File: config.mk
export PLATFORM = sky130hd
export DESIGN_NAME = mem_port_arbiter
export DESIGN_NICKNAME = d
export VERILOG_FILES = /design/src/rtl/mem_arb_pkg.sv /design/src/rtl/arb_grant2.sv /design/src/rtl/mem_port_arbiter.sv
export SDC_FILE = /design/constraint.sdc
export NUM_CORES = 1
export LEC_CHECK = 0
export CAP_MARGIN = 15
export CORE_AREA = 5 5 112 114
export DETAILED_ROUTE_END_ITERATION = 10
export DIE_AREA = 0 0 117 119
export MAX_ROUTING_LAYER = met4
export PLACE_DENSITY = 0.67
export SLEW_MARGIN = 20
export SYNTH_ARGS = -nofsm -noshare
export SYNTH_HDL_FRONTEND = slang
export SYNTH_SLANG_ARGS = --single-unit
File: constraint.sdc
create_clock -name clk -period 6.2 [get_ports clk]
set_clock_uncertainty 0.1 [all_clocks]
set_input_delay 1.55 -clock clk [delete_from_list [all_inputs] [get_ports clk]]
set_output_delay 1.55 -clock clk [all_outputs]
set_load 0.05 [all_outputs]
File: src/rtl/mem_arb_pkg.sv
// Shared types and encodings for the instruction/data memory port arbiter.
package mem_arb_pkg;

    typedef enum logic [1:0] {
        OWN_NONE = 2'd0,
        OWN_I    = 2'd1,
        OWN_D    = 2'd2
    } owner_e;

    localparam logic [1:0] WR_NONE = 2'b00;
    localparam logic [1:0] WR_BYTE = 2'b01;
    localparam logic [1:0] WR_HALF = 2'b10;
    localparam logic [1:0] WR_WORD = 2'b11;

endpackage

File: src/rtl/arb_grant2.sv
// Two-way read-port grant: data priority with a starvation guard for the
// instruction side, or round-robin when ARB_ROUND_ROBIN_EN is defined.
module arb_grant2
    import mem_arb_pkg::*;
#(
    parameter int MAX_WAIT = 4
) (
    input  logic clk,
    input  logic rst_n,
    input  logic req_i,
    input  logic req_d,
    input  logic blk_i,
    output logic gnt_i,
    output logic gnt_d
);

    logic i_wins;

`ifdef ARB_ROUND_ROBIN_EN
    // 0 favours data, 1 favours instruction; flips on every contested grant.
    logic rr_i;

    always_ff @(posedge clk or negedge rst_n) begin
        if (!rst_n)
            rr_i <= 1'b0;
        else if (req_i && req_d)
            rr_i <= ~rr_i;
    end

    assign i_wins = rr_i;
`else
    logic [3:0] wait_cnt;

    assign i_wins = (wait_cnt >= 4'(MAX_WAIT));

    // A hazard stall can leave the count above MAX_WAIT; saturate rather than wrap.
    always_ff @(posedge clk or negedge rst_n) begin
        if (!rst_n)
            wait_cnt <= 4'd0;
        else if (gnt_i)
            wait_cnt <= 4'd0;
        else if (req_i && wait_cnt != 4'hF)
            wait_cnt <= wait_cnt + 4'd1;
    end
`endif

    always_comb begin
        gnt_i = req_i && !blk_i && (!req_d || i_wins);
        gnt_d = req_d && !(req_i && !blk_i && i_wins);
    end

endmodule

File: src/rtl/mem_port_arbiter.sv
// Shares one read port and one write port of a synchronous memory between the
// instruction and data requesters. Optional round-robin via ARB_ROUND_ROBIN_EN.
module mem_port_arbiter
    import mem_arb_pkg::*;
#(
    parameter int ADDR_W   = 32,
    parameter int DATA_W   = 32,
    parameter int MAX_WAIT = 4
) (
    input  logic              clk,
    input  logic              rst_n,
    input  logic              i_req_valid,
    output logic              i_req_ready,
    input  logic [ADDR_W-1:0] i_req_addr,
    output logic              i_rsp_valid,
    output logic [DATA_W-1:0] i_rsp_data,
    input  logic              d_req_valid,
    output logic              d_req_ready,
    input  logic [ADDR_W-1:0] d_req_addr,
    input  logic [1:0]        d_req_wr,
    input  logic [DATA_W-1:0] d_req_wr_data,
    output logic              d_rsp_valid,
    output logic [DATA_W-1:0] d_rsp_data,
    output logic [ADDR_W-1:0] mem_rd_addr,
    input  logic [DATA_W-1:0] mem_rd_data,
    output logic [1:0]        mem_wr,
    output logic [ADDR_W-1:0] mem_wr_addr,
    output logic [DATA_W-1:0] mem_wr_data
);

    logic   d_rd, d_wr, raw_hazard;
    logic   gnt_i, gnt_d;
    owner_e owner, owner_nxt;

    assign d_rd = d_req_valid && (d_req_wr == WR_NONE);
    assign d_wr = d_req_valid && (d_req_wr != WR_NONE);

    // Only the instruction side can read while data writes; hold it off one
    // cycle on a word match so it observes the freshly written value.
    assign raw_hazard = d_wr && i_req_valid &&
                        (i_req_addr[ADDR_W-1:2] == d_req_addr[ADDR_W-1:2]);

    arb_grant2 #(
        .MAX_WAIT (MAX_WAIT)
    ) u_grant (
        .clk   (clk),
        .rst_n (rst_n),
        .req_i (i_req_valid),
        .req_d (d_rd),
        .blk_i (raw_hazard),
        .gnt_i (gnt_i),
        .gnt_d (gnt_d)
    );

    assign i_req_ready = gnt_i;
    assign d_req_ready = gnt_d || d_wr;

    assign mem_rd_addr = gnt_d ? d_req_addr : i_req_addr;
    assign mem_wr      = d_wr ? d_req_wr : WR_NONE;
    assign mem_wr_addr = d_req_addr;
    assign mem_wr_data = d_req_wr_data;

    always_comb begin
        owner_nxt = OWN_NONE;
        if (gnt_d)
            owner_nxt = OWN_D;
        else if (gnt_i)
            owner_nxt = OWN_I;
    end

    always_ff @(posedge clk or negedge rst_n) begin
        if (!rst_n)
            owner <= OWN_NONE;
        else
            owner <= owner_nxt;
    end

    // Memory data is already registered; steering it by owner adds no cycle.
    assign i_rsp_valid = (owner == OWN_I);
    assign d_rsp_valid = (owner == OWN_D);
    assign i_rsp_data  = (owner == OWN_I) ? mem_rd_data : '0;
    assign d_rsp_data  = (owner == OWN_D) ? mem_rd_data : '0;

endmodule

==> Word-level counts from Yosys, hierarchy flattened <==
Cells that the tools add are included.
{ "word_totals": {"regBits": 6, "in_bits": 134, "output_inout_bits": 166, "wordCells": 33} }
{ "classes": {"add_sub_neg": 1, "magnitude_cmp": 1, "eq_ne": 4, "mux": 8, "n_reduce_logical": 17} }
{ "op_table": {"columns": ["op", "n"], "rows": [
  ["$mux 32", 3],
  ["$eq 30x30->1", 1],
  ["$logic_and 1x1->1", 9],
  ["$mux 4", 2],
  ["$add 4x1->4 const B", 1],
  ["$ge 4x3->1 const B", 1],
  ["$mux 2", 2],
  ["$ne 4x4->1 const B", 1],
  ["$reduce_bool 2->1", 2],
  ["$logic_not 1->1", 3],
  ["$eq 2x1->1 const B", 1],
  ["$eq 2x2->1 const B", 1],
  ["$logic_not 2->1", 1],
  ["$logic_or 1x1->1", 2],
  ["$mux 1", 1]
]} }

==> Longest topological paths before layout <==
Gate-level depths: netlist of run 1.
{ "depth": {"depth_word": 10, "mapped_depth": 7, "depth_no_buf": 6} }

==> Hierarchy <==
A second synthesis of run 1 with hierarchy kept.
{ "unflattened": {"hier_cells": 244, "area_unflattened_um2": 1958.1} }
{ "by_module_without_submodules": {"columns": ["mod", "n_inst", "cells_each", "area_per_inst_um2", "seq_area_each_um2"], "rows": [
  ["mem_port_arbiter", 1, 221, 1724.2, 50.0],
  ["arb_grant2", 1, 23, 234.0, 100.1]
]} }

==> Worst setup path before layout of run 1 <==
OpenSTA, ideal clock, no wires.
{ "synth_timing": {"path_type": "input to output", "start": "in d_req_valid", "end": "out mem_rd_addr[10]", "arrival_time_ps": 3485, "required_ps": 4550, "path_slack_ps": 1065, "stages": 6, "n_path_buf": 2, "cell_sequence": "or3b_1 buf_2 o31a_1 clkbuf_1 nand2_1 o21ai_0"} }
{ "synth_via": {"elab_chain_cells": 9, "word_cells_on_any_way": 10, "classes_between": "mux: 1; reduce/logical: 9"} }
{ "synth_rtl": {"columns": ["item", "line_no", "rtl"], "rows": [
  ["start, declared", "mem_port_arbiter.sv:17", "input logic d_req_valid,"],
  ["$logic_and 1x1->1", "mem_port_arbiter.sv:36", "assign d_wr = d_req_valid && (d_req_wr != WR_NONE);"],
  ["$logic_and 1x1->1 (2 in a row)", "mem_port_arbiter.sv:40", "assign raw_hazard = d_wr && i_req_valid &&"],
  ["$logic_not 1->1", "arb_grant2.sv:49", "gnt_d = req_d && !(req_i && !blk_i && i_wins);"],
  ["$logic_and 1x1->1 (2 in a row)", "arb_grant2.sv:49", null],
  ["$logic_not 1->1", "arb_grant2.sv:49", null],
  ["$logic_and 1x1->1 *", "arb_grant2.sv:49", null],
  ["$mux 32 *", "mem_port_arbiter.sv:58", "assign mem_rd_addr = gnt_d ? d_req_addr : i_req_addr;"],
  ["end, declared", "mem_port_arbiter.sv:24", "output logic [ADDR_W-1:0] mem_rd_addr,"]
]} }
Every way passes the cells marked *; elsewhere a longest branch is shown, timed or not.

==> Final worst setup path of run 1 <==
{ "layout_timing": {"start": "in d_req_addr[18]", "end": "out mem_rd_addr[18]"} }
{ "layout_via": {"elab_chain_cells": 8} }
{ "layout_rtl": {"columns": ["item", "line_no", "rtl"], "rows": [
  ["start, declared", "mem_port_arbiter.sv:19", "input logic [ADDR_W-1:0] d_req_addr,"],
  ["$eq 30x30->1", "mem_port_arbiter.sv:41", "(i_req_addr[ADDR_W-1:2] == d_req_addr[ADDR_W-1:2]);"],
  ["$logic_and 1x1->1", "mem_port_arbiter.sv:40", null],
  ["$logic_not 1->1", "arb_grant2.sv:49", null],
  ["$logic_and 1x1->1 (2 in a row)", "arb_grant2.sv:49", null],
  ["$logic_not 1->1", "arb_grant2.sv:49", null],
  ["$logic_and 1x1->1", "arb_grant2.sv:49", null],
  ["$mux 32 *", "mem_port_arbiter.sv:58", null]
]} }
Marks and branches as above.

==> summary.txt, run 1 <==
Tcrit/Tclk final - 0.9043
Largest family of logic cells by synthesized area - simple AND/OR/NAND/NOR gates
DP HPWL - 10.53 mm
Hold slack final - 0.4586 ns
Leading area contributor after synthesis - buf_4
Synth area leaders - buf_4, and2_1, xor2_1
Post-synth top cells - and2_1, buf_4, nand2_1, a21oi_1, and3_1
Die W - 117 um
Root buf cell - clkbuf_16
Starting Density - 0.2053
Area Growth Syn to Fin - 104.2%
Pre-CTS setup slack - 0.5725 ns
Compound-cell area share of the yosys netlist - 0.1744
Die Height - 119 um
Critical path's largest stage delay - 0.50 ns
Overflow after GRT - 0
Synth warn - 0
Total setup buffers inserted after CTS - 0
Synthesized netlist cell count - 355
Number of global-route vias before repair - 3007
H-tree depth - 1
Fin. Hold Viols - 0
I/O pin count - 300
Maximum clock insertion buffer count - 2
Vias - 2981
Port Buf Inserts - 235
Post-route ant nets - 0
Clock transition at path regs - 0.03 ns
Post-synthesis sequential area ratio - 0.06459
Wire length per cell - 18.40 um
Hold_buf cts - 0
Arr. time, crit path - 3.96 ns
Num CTS Buffers - 3
Residual DRC - 0
DRT Wirelength - 12.11 mm
CTS resizes - 0
Nets - 651
Final Worst Setup Slack - 0.5935 ns
Fin crit period - 5.607 ns
Worst Path Required - 4.55 ns
Critical-path top delay cell - clkdlybuf4s50_1
Rel. slew slack - 0.4439
RSZ-0062 raised after global routing - no
GPL Wtd Cong - 0.9136
Syn Area/Cell - 6.549 um^2
Yosys reg bits - 6
Async set-reset flop share out of synthesis - 1.000
Top cell type's share of synthesized area - 0.2131
Initial antenna violation count - 1
Critical path class - in2out
Drt via density - 4.530
Fillers - 1149
Layout cells sized above 1 - 0.09533
Measured slew at the worst slew-check pin - 0.8342 ns
Mapped cell area - 2325 um^2
Final Max Tran Viols - 0
Cell Chain, Critical Path - clkdlybuf4s50_1 -> xor2_1 -> nor4_1 -> nand2_1 -> nor4_4 -> buf_4 -> o21ai_0 -> buf_12
Worst setup SP type - input pin
Sink Count - 6
Post-synthesis cell type count - 28
Outcome - complete, no violations
Worst skew pair latency - 0.23 ns
Final setup vio count - 0
Fmax - 178.4 MHz
Iter 0 DRT Violations - 174
First-pass GRT wire length - 17.45 mm
Pin count of the biggest net entering global routing - 34
First-pass detailed-route iteration total - 4
EDFF count, synth - 0
CP Capture Type - output pin
Setup TNS - 0 ns
Max Cap Viol - 0
Post-Synth XOR/XNOR Area - 0.1243
Die ar. - 13920 um^2
Worst IR drop on VDD - 0.09704 mV
Core area - 11320 um^2
Crit Path Max Fanout - 26
Hold Crit Class - reg2reg
Placement row count - 39
Post-layout util - 0.4193
Top_reg_cell synth - dfrtp_1
Global Route Usage Sum - 0.1645
Pwr/cell area - 131.9 nW/um^2
Post-Synth Adder-Cell Area - 0.005382
Mapped Nets - 490
CTS tree - built
Static leakage - 1.970 nW
Simple-Gate Fraction of Synth Area - 0.3789
Mux cell area share after synthesis - 0
==> path summary, 6_finish.rpt <==
| check | start | to | slack, ns | cells after the start |
|---|---|---|---|---|
| hold reg to reg | u_grant.wait_cnt[1] | u_grant.wait_cnt[1] | 0.46 | 2 |
| min in group asynchronous | rst_n | owner[0] | 1.47 | 1 |
| setup / recovery | d_req_addr[18] | mem_rd_addr[18] | 0.59 | 8 |
| hold / removal | u_grant.wait_cnt[1] | u_grant.wait_cnt[1] | 0.46 | 2 |
| max in group asynchronous | rst_n | u_grant.wait_cnt[0] | 4.30 | 1 |
| setup reg to reg | u_grant.wait_cnt[0] | u_grant.wait_cnt[3] | 4.74 | 6 |
==> cells by family after synthesis <==
family | after synthesis
compound gates | 73
xor+xnor | 33
fa+ha+maj | 1
buf+inv | 88
flops | 6
simple gates | 154
==> layout make-up <==
type	count	area, um^2	share of cell area
antenna	1	2.502	0.0005271
timing repair buffer	244	2748	0.5788
sequential	6	150.1	0.03163
clock buffer	3	75.07	0.01581
tap	143	178.9	0.03769
multi-input combinational	261	1593	0.3355
==> report_power, final <==
group | internal (mW) | leakage, nW | total (mW) | switching, mW
sequential | 0.0420 | 0.0797 | 0.0445 | 0.00253
combinational | 0.206 | 1.85 | 0.478 | 0.272
clock | 0.0827 | 0.0370 | 0.104 | 0.0211
total | 0.331 | 1.97 | 0.626 | 0.295
==> cells in the final DEF (no fill, tap or decap), types with 2 or more instances in the layout <==
cell type / n
a21oi_1: 32
and2_1: 66
and3_1: 32
buf_12: 33
buf_4: 10
clkbuf_16: 3
clkdlybuf4s50_1: 201
dfrtp_1: 6
nand2_1: 35
nand3_1: 4
nand4_1: 3
nor2_1: 3
nor2b_1: 2
nor4_1: 5
o21a_1: 4
o21ai_0: 23
o21ai_1: 10
xnor2_1: 10
xor2_1: 23
==> per-stage QoR <==
stage,instance area [um^2],std cells,total power [mW]
after CTS,4745,657,0.6322
after detailed placement,4669,654,0.5259
after global placement,4669,654,0.5219
after floorplan,2325,355,0.3534
final,4747,658,0.6263
after global routing,4747,658,0.6529
==> critical path, delay by kind of cell <==
family                    cells  cell delay (ns)
AOI/OAI and AO/OA             1             0.22
xor gates and xnor gates      1             0.22
and+or+nand+nor               3             0.93
buffers and inverters         3             1.03
==> metal layers <==
layer / vias to the layer above / global-route usage / wire, um
li1: 1440 / - / -
met1: 1319 / 0.1828 / 4374
met2: 206 / 0.2927 / 6198
met3: 16 / 0.03093 / 1214
met4: 0 / 0.05233 / 317
met5: - / - / 0
==> registers in the layout (all words and copies together), names as in the netlist <==
name / flops
u_grant.wait_cnt: 4
owner: 2
Note: power is estimated with default switching activity, not from simulation.
==> inputs of run 2 (changes only) <==
SKIP_LAST_GASP = 1   (was default)
SLEW_MARGIN = default   (was 20)
==> results of run 2 <==
The final DEF is identical to that of run 1; final timing and power are the same.
